## src/rtl/instr_fetch_pkg.sv

```systemverilog
// Shared types and constants for the instruction fetch stage.
package instr_fetch_pkg;

    // Fetch FSM: issue a request, wait for the word, or park it in the skid.
    typedef enum logic [1:0] {
        REQ  = 2'd0,
        WAIT = 2'd1,
        HOLD = 2'd2
    } fetch_state_t;

    localparam int unsigned INSTR_BYTES      = 4;
    localparam logic [63:0] RESET_PC_DEFAULT = 64'h0;
    localparam logic [1:0]  WORD_ALIGN       = 2'b00;

endpackage

```

## src/rtl/instr_fetch_out_buf.sv

```systemverilog
// Output register toward decode plus one skid entry, with flush.
module fetch_out_buf
    import instr_fetch_pkg::*;
#(
    parameter int unsigned ADDR_W = 64
) (
    input  logic              clk,
    input  logic              reset_n,
    input  logic              flush,
    input  logic              load,
    input  logic              push,
    input  logic [31:0]       data_instr,
    input  logic [ADDR_W-1:0] data_pc,
    input  logic              id_ready,
    output logic              slot_free,
    output logic              id_valid,
    output logic [31:0]       id_instr,
    output logic [ADDR_W-1:0] id_pc
);

    logic              skid_valid;
    logic [31:0]       skid_instr;
    logic [ADDR_W-1:0] skid_pc;

    assign slot_free = ~id_valid | id_ready;

    // Output register: flush wins, then a fresh word, then the skid refill, then drain.
    always_ff @(posedge clk or negedge reset_n) begin
        if (!reset_n) begin
            id_valid <= 1'b0;
            id_instr <= '0;
            id_pc    <= '0;
        end else if (flush) begin
            id_valid <= 1'b0;
        end else if (load) begin
            id_valid <= 1'b1;
            id_instr <= data_instr;
            id_pc    <= data_pc;
        end else if (skid_valid && id_ready) begin
            id_valid <= 1'b1;
            id_instr <= skid_instr;
            id_pc    <= skid_pc;
        end else if (id_valid && id_ready) begin
            id_valid <= 1'b0;
        end
    end

    // Skid entry: captures a word that arrives while the output is stalled.
    always_ff @(posedge clk or negedge reset_n) begin
        if (!reset_n) begin
            skid_valid <= 1'b0;
            skid_instr <= '0;
            skid_pc    <= '0;
        end else if (flush) begin
            skid_valid <= 1'b0;
        end else if (push) begin
            skid_valid <= 1'b1;
            skid_instr <= data_instr;
            skid_pc    <= data_pc;
        end else if (skid_valid && id_ready) begin
            skid_valid <= 1'b0;
        end
    end

endmodule

```

## src/rtl/instr_fetch.sv

```systemverilog
// Instruction fetch: owns the PC, keeps one memory request in flight, feeds decode.
module instr_fetch
    import instr_fetch_pkg::*;
#(
    parameter int unsigned       ADDR_W   = 64,
    parameter logic [ADDR_W-1:0] RESET_PC = ADDR_W'(RESET_PC_DEFAULT)
) (
    input  logic              clk,
    input  logic              reset_n,
    output logic              imem_req,
    output logic [ADDR_W-1:0] imem_addr,
    input  logic              imem_rvalid,
    input  logic [31:0]       imem_rdata,
    input  logic              redirect,
    input  logic [ADDR_W-1:0] redirect_pc,
    input  logic              id_ready,
    output logic              id_valid,
    output logic [31:0]       id_instr,
    output logic [ADDR_W-1:0] id_pc
);

    localparam logic [ADDR_W-1:0] ALIGN_MASK = {{(ADDR_W-2){1'b1}}, WORD_ALIGN};

    fetch_state_t      state, state_nxt;
    logic [ADDR_W-1:0] pc, pc_nxt;
    logic [ADDR_W-1:0] req_pc, req_pc_nxt;
    logic              discard, discard_nxt;
    logic              buf_load, buf_push, slot_free;

    assign imem_req  = (state == REQ) & ~redirect & reset_n;
    assign imem_addr = pc;

    // State, PC and in-flight bookkeeping registers.
    always_ff @(posedge clk or negedge reset_n) begin
        if (!reset_n) begin
            state   <= REQ;
            pc      <= RESET_PC;
            req_pc  <= '0;
            discard <= 1'b0;
        end else begin
            state   <= state_nxt;
            pc      <= pc_nxt;
            req_pc  <= req_pc_nxt;
            discard <= discard_nxt;
        end
    end

    // Next-state logic; a redirect overrides all normal progress.
    always_comb begin
        state_nxt   = state;
        pc_nxt      = pc;
        req_pc_nxt  = req_pc;
        discard_nxt = discard;
        buf_load    = 1'b0;
        buf_push    = 1'b0;
        if (redirect) begin
            pc_nxt = redirect_pc & ALIGN_MASK;
            unique case (state)
                WAIT: begin
                    // A word landing with the redirect is dropped now; otherwise drop it later.
                    if (imem_rvalid) begin
                        state_nxt   = REQ;
                        discard_nxt = 1'b0;
                    end else begin
                        discard_nxt = 1'b1;
                    end
                end
                default: state_nxt = REQ;
            endcase
        end else begin
            unique case (state)
                REQ: begin
                    req_pc_nxt = pc;
                    pc_nxt     = pc + ADDR_W'(INSTR_BYTES);
                    state_nxt  = WAIT;
                end
                WAIT: begin
                    if (imem_rvalid) begin
                        if (discard) begin
                            discard_nxt = 1'b0;
                            state_nxt   = REQ;
                        end else if (slot_free) begin
                            buf_load  = 1'b1;
                            state_nxt = REQ;
                        end else begin
                            buf_push  = 1'b1;
                            state_nxt = HOLD;
                        end
                    end
                end
                HOLD: begin
                    if (id_ready) begin
                        state_nxt = REQ;
                    end
                end
                default: state_nxt = REQ;
            endcase
        end
    end

    fetch_out_buf #(
        .ADDR_W (ADDR_W)
    ) u_out_buf (
        .clk        (clk),
        .reset_n    (reset_n),
        .flush      (redirect),
        .load       (buf_load),
        .push       (buf_push),
        .data_instr (imem_rdata),
        .data_pc    (req_pc),
        .id_ready   (id_ready),
        .slot_free  (slot_free),
        .id_valid   (id_valid),
        .id_instr   (id_instr),
        .id_pc      (id_pc)
    );

endmodule

```

## config.mk

```make
export PLATFORM = sky130hd
export DESIGN_NAME = instr_fetch
export DESIGN_NICKNAME = d
export VERILOG_FILES = /design/src/rtl/instr_fetch_pkg.sv /design/src/rtl/instr_fetch_out_buf.sv /design/src/rtl/instr_fetch.sv
export SDC_FILE = /design/constraint.sdc
export NUM_CORES = 1
export LEC_CHECK = 0
export BUFFER_PORTS_ARGS = -buffer_cell sky130_fd_sc_hd__buf_2
export CORE_ASPECT_RATIO = 1.2
export CORE_UTILIZATION = 35
export DETAILED_ROUTE_END_ITERATION = 7
export GPL_ROUTABILITY_DRIVEN = 1
export SKIP_LAST_GASP = 1
export SYNTH_ARGS = -nofsm -noshare
export SYNTH_HDL_FRONTEND = slang
export SYNTH_SLANG_ARGS = --single-unit
```

## constraint.sdc

```tcl
create_clock -name clk -period 3.22 [get_ports clk]
set_input_delay 0.161 -clock clk [delete_from_list [all_inputs] [get_ports clk]]
set_output_delay 0.161 -clock clk [all_outputs]
set_load 0.02 [all_outputs]
```

==> flow_metrics.env <==
export IMPL_outcome="finished clean"
export IMPL_avgSynthCellArea_um2=11.16
export IMPL_yosys_area_share_simple=0.1298
export IMPL_critPathCaptureType="flop"
export IMPL_place_hpwl_mm=26.73
export IMPL_final_area_um2=17790
export IMPL_grt_first_pass_wirelength_mm=61.94
export IMPL_ys_warn_count=0
export IMPL_arrival_ns=3.11
export IMPL_clock_sinks=317
export IMPL_hold_violations=0
export IMPL_layout_drive_gt1_share=0.3169
export IMPL_fin_nets=1662
export IMPL_synthArstFlopShare=1.000
export IMPL_synthDistinctLibCells=49
export IMPL_power_density_nw_per_um2=702.7
export IMPL_critical_path_class="reg2reg"
export IMPL_synth_edf_count=0
export IMPL_skew_ns=0.009413
export IMPL_final_cells=2111
export IMPL_drtAntennaViolNets=0
export IMPL_synthMuxAreaShare=0.1296
export IMPL_pre_cts_slack_ns=0.5675
export IMPL_grt_usage=0.1981
export IMPL_drt_pass1_iter_count=5
export IMPL_combPwrFrac=0.229
export IMPL_r2r_cells=5
export IMPL_setup_ws_ns=0.5505
export IMPL_cts_buffer_depth=3
export IMPL_slew_limit_headroom=0.4136
export IMPL_ys_ff_latch=317
export IMPL_hold_class="in2reg"
export IMPL_grt_remaining_overflow=0
export IMPL_hold_ws_ns=0.04239
export IMPL_critPathMaxStageDelay_ns=0.64
export IMPL_cp_start_kind="flop"
export IMPL_seqPwrFrac=0.452
export IMPL_cts_hold_buf=95
export IMPL_ys_flop_type="dfrtp_1"
export IMPL_grt_pass1_vias=11020
export IMPL_htree_num_levels=2
export IMPL_globalplace_congestion=0.8555
export IMPL_slew_violations=0
export IMPL_syn_inst=1235
export IMPL_clock_fmax_mhz=374.6
export IMPL_crit_slowest_cell="or4_4"
export IMPL_synth_xor_area_share=0.02605
export IMPL_finalPower_mw=12.50
export IMPL_met1_usage=0.2486
export IMPL_grt_busiest_layer="met2"
export IMPL_final_common_cell="dfrtp_1"
export IMPL_worst_path_buf_inv=0
export IMPL_yosysSeqAreaShare=0.5754
export IMPL_irDropWorstVdd_mv=0.4288
export IMPL_swShare=0.3168
export IMPL_clkLatencyLatePin_ns=0.52
export IMPL_clock_power_share=0.318
export IMPL_cts_tree="yes"
export IMPL_min_period_over_period=0.8290
export IMPL_crit_required_ns=3.66
export IMPL_start_util=0.3549
export IMPL_crit_chain="nand3_2 -> or4_4 -> or4_4 -> or4_1 -> a31oi_1"
export IMPL_hold_start="id_ready"
export IMPL_power_net_switching_mw=3.960
export IMPL_synthTopCellsByArea="dfrtp_1 58%, mux2_2 13%, o21ai_0 5.1%"
export IMPL_vias=10930
export IMPL_setup_viol=0
export IMPL_reg2reg_slack_ns=0.55
export IMPL_worst_slew_pin_slew_ns=0.8786
export IMPL_viasPerCell=5.178
export IMPL_numPortBuffers=256
export IMPL_ctsResizeCount=0
export IMPL_place_inst=1953
export IMPL_num_io_pins=263
export IMPL_min_period_ns=2.669
export IMPL_synth_compound_area_frac=0.1121
export IMPL_synth_area_um2=13790
export IMPL_synth_top_family_by_area="simple AND/OR/NAND/NOR gates"
export IMPL_antenna_found_initial=2
export IMPL_cts_clk_slew_worst_paths_ns=0.06
export IMPL_fp_dieW_um=183.2
export IMPL_drc=0
export IMPL_die_area_um2=40190
export IMPL_hold_path_end="u_out_buf.id_valid$_DFFE_PN0P_"
export IMPL_r2r_end="imem_addr[45]$_DFFE_PN0N_"
export IMPL_drv_cap=0
export IMPL_crit_path_frequent_cell="or4_4"
export IMPL_place_area_um2=15700
export IMPL_cts_buffers=36
export IMPL_root_buffer="clkbuf_16"
export IMPL_fin_setup_tns_ns=0
export IMPL_internal_power_mw=8.541
export IMPL_r2r_start="imem_addr[12]$_DFFE_PN0N_"
export IMPL_leakagePower_nw=8.115
export IMPL_syn_to_final_growth_pct=29.03
export IMPL_cp_top_family="simple AND/OR/NAND/NOR gates"
export IMPL_floorplan_die_height_um=219.4
export IMPL_postCtsSetupBuffers=0
export IMPL_core_um2=38850
export IMPL_min_path_cells=4
export IMPL_use_met2=0.3355
export IMPL_drt_wirelength_per_cell_um=18.90
export IMPL_rsz0062_at_grt="false"
export IMPL_rows=79
export IMPL_synth_fa_ha_area_frac=0.0009075
export IMPL_synth_top_area_frac=0.5754
export IMPL_totalWireLength_mm=39.90
export IMPL_synth_top_area_cell="dfrtp_1"
export IMPL_most_common_layout_cells="317 x dfrtp_1, 254 x buf_2, 165 x nand2_1"
export IMPL_met3_usage=0.03667
export IMPL_grt_max_degree=120
export IMPL_drtIter0Drc=637
export IMPL_post_route_util=0.4580
export IMPL_cp_max_fo=14
## layout make-up
type,count,area [um2]
antenna,1,2.502
clock buffer,49,1021
clock inverter,13,120.1
fill,3629,21060
inverter,3,11.26
multi-input combinational,830,5554
sequential,317,7933
tap,526,658.1
timing repair buffer,372,2490
## synth_stat cells (10+ instances only)
cell type	number
dfrtp_1	317
nand2_1	165
mux2_2	156
o21ai_0	140
o22ai_1	94
clkbuf_1	73
nand4_1	31
nand3_1	30
nor2_1	26
xor2_1	24
and3_1	18
xnor2_1	17
nor4_1	15
and4_1	13
or4_1	13
a31oi_1	12
buf_1	10
nor3_1	10
## metal layers
metal	up-vias	part of all wire	routed length [um]
met5	-	0.00033	13
met4	2	0.035	1384
met3	84	0.052	2078
met2	313	0.48	19250
met1	5385	0.43	17180
li1	5147	-	-
## kinds of logic after synthesis
| family | Yosys count |
|---|---|
| other | 1 |
| adders and majority gates | 1 |
| DFF | 317 |
| xor gates and xnor gates | 41 |
| AOI/OAI and AO/OA | 270 |
| muxes | 159 |
| and+or+nand+nor | 355 |
| buffers and inverters | 91 |
## power by group through the flow
stage / logic, mW / registers (mW) / clock network, mW
floorplan: 1.18 / 6.16 / 0
global placement: 2.75 / 5.65 / 0
detailed placement: 2.80 / 5.71 / 0
CTS: 2.90 / 5.65 / 4.11
global route: 3.14 / 5.78 / 4.25
finish: 2.87 / 5.65 / 3.98
## worst min-delay path, cell delays in order
cell	delay, ns
buf_2	0.13
nor2_1	0.11
nand2_1	0.08
nand2_1	0.05
## flip-flops by register name (all words and copies together) (netlist names)
name                  flops
u_out_buf.skid_instr     32
u_out_buf.id_instr       32
u_out_buf.id_pc          62
u_out_buf.skid_valid      1
u_out_buf.skid_pc        62
u_out_buf.id_valid        1
state                     2
req_pc                   62
discard                   1
imem_addr                62
## worst max path at each step
stage,start,end,cells after the start
floorplan,imem_addr[2]$_DFFE_PN0N_,imem_addr[48]$_DFFE_PN0N_,6
global route,imem_addr[12]$_DFFE_PN0N_,imem_addr[45]$_DFFE_PN0N_,5
detailed placement,imem_addr[12]$_DFFE_PN0N_,imem_addr[45]$_DFFE_PN0N_,5
global placement,imem_addr[15]$_DFFE_PN0N_,imem_addr[45]$_DFFE_PN0N_,5
finish,imem_addr[12]$_DFFE_PN0N_,imem_addr[45]$_DFFE_PN0N_,5
CTS,imem_addr[12]$_DFFE_PN0N_,imem_addr[45]$_DFFE_PN0N_,5
No activity file was read; power rests on OpenSTA's default activity.
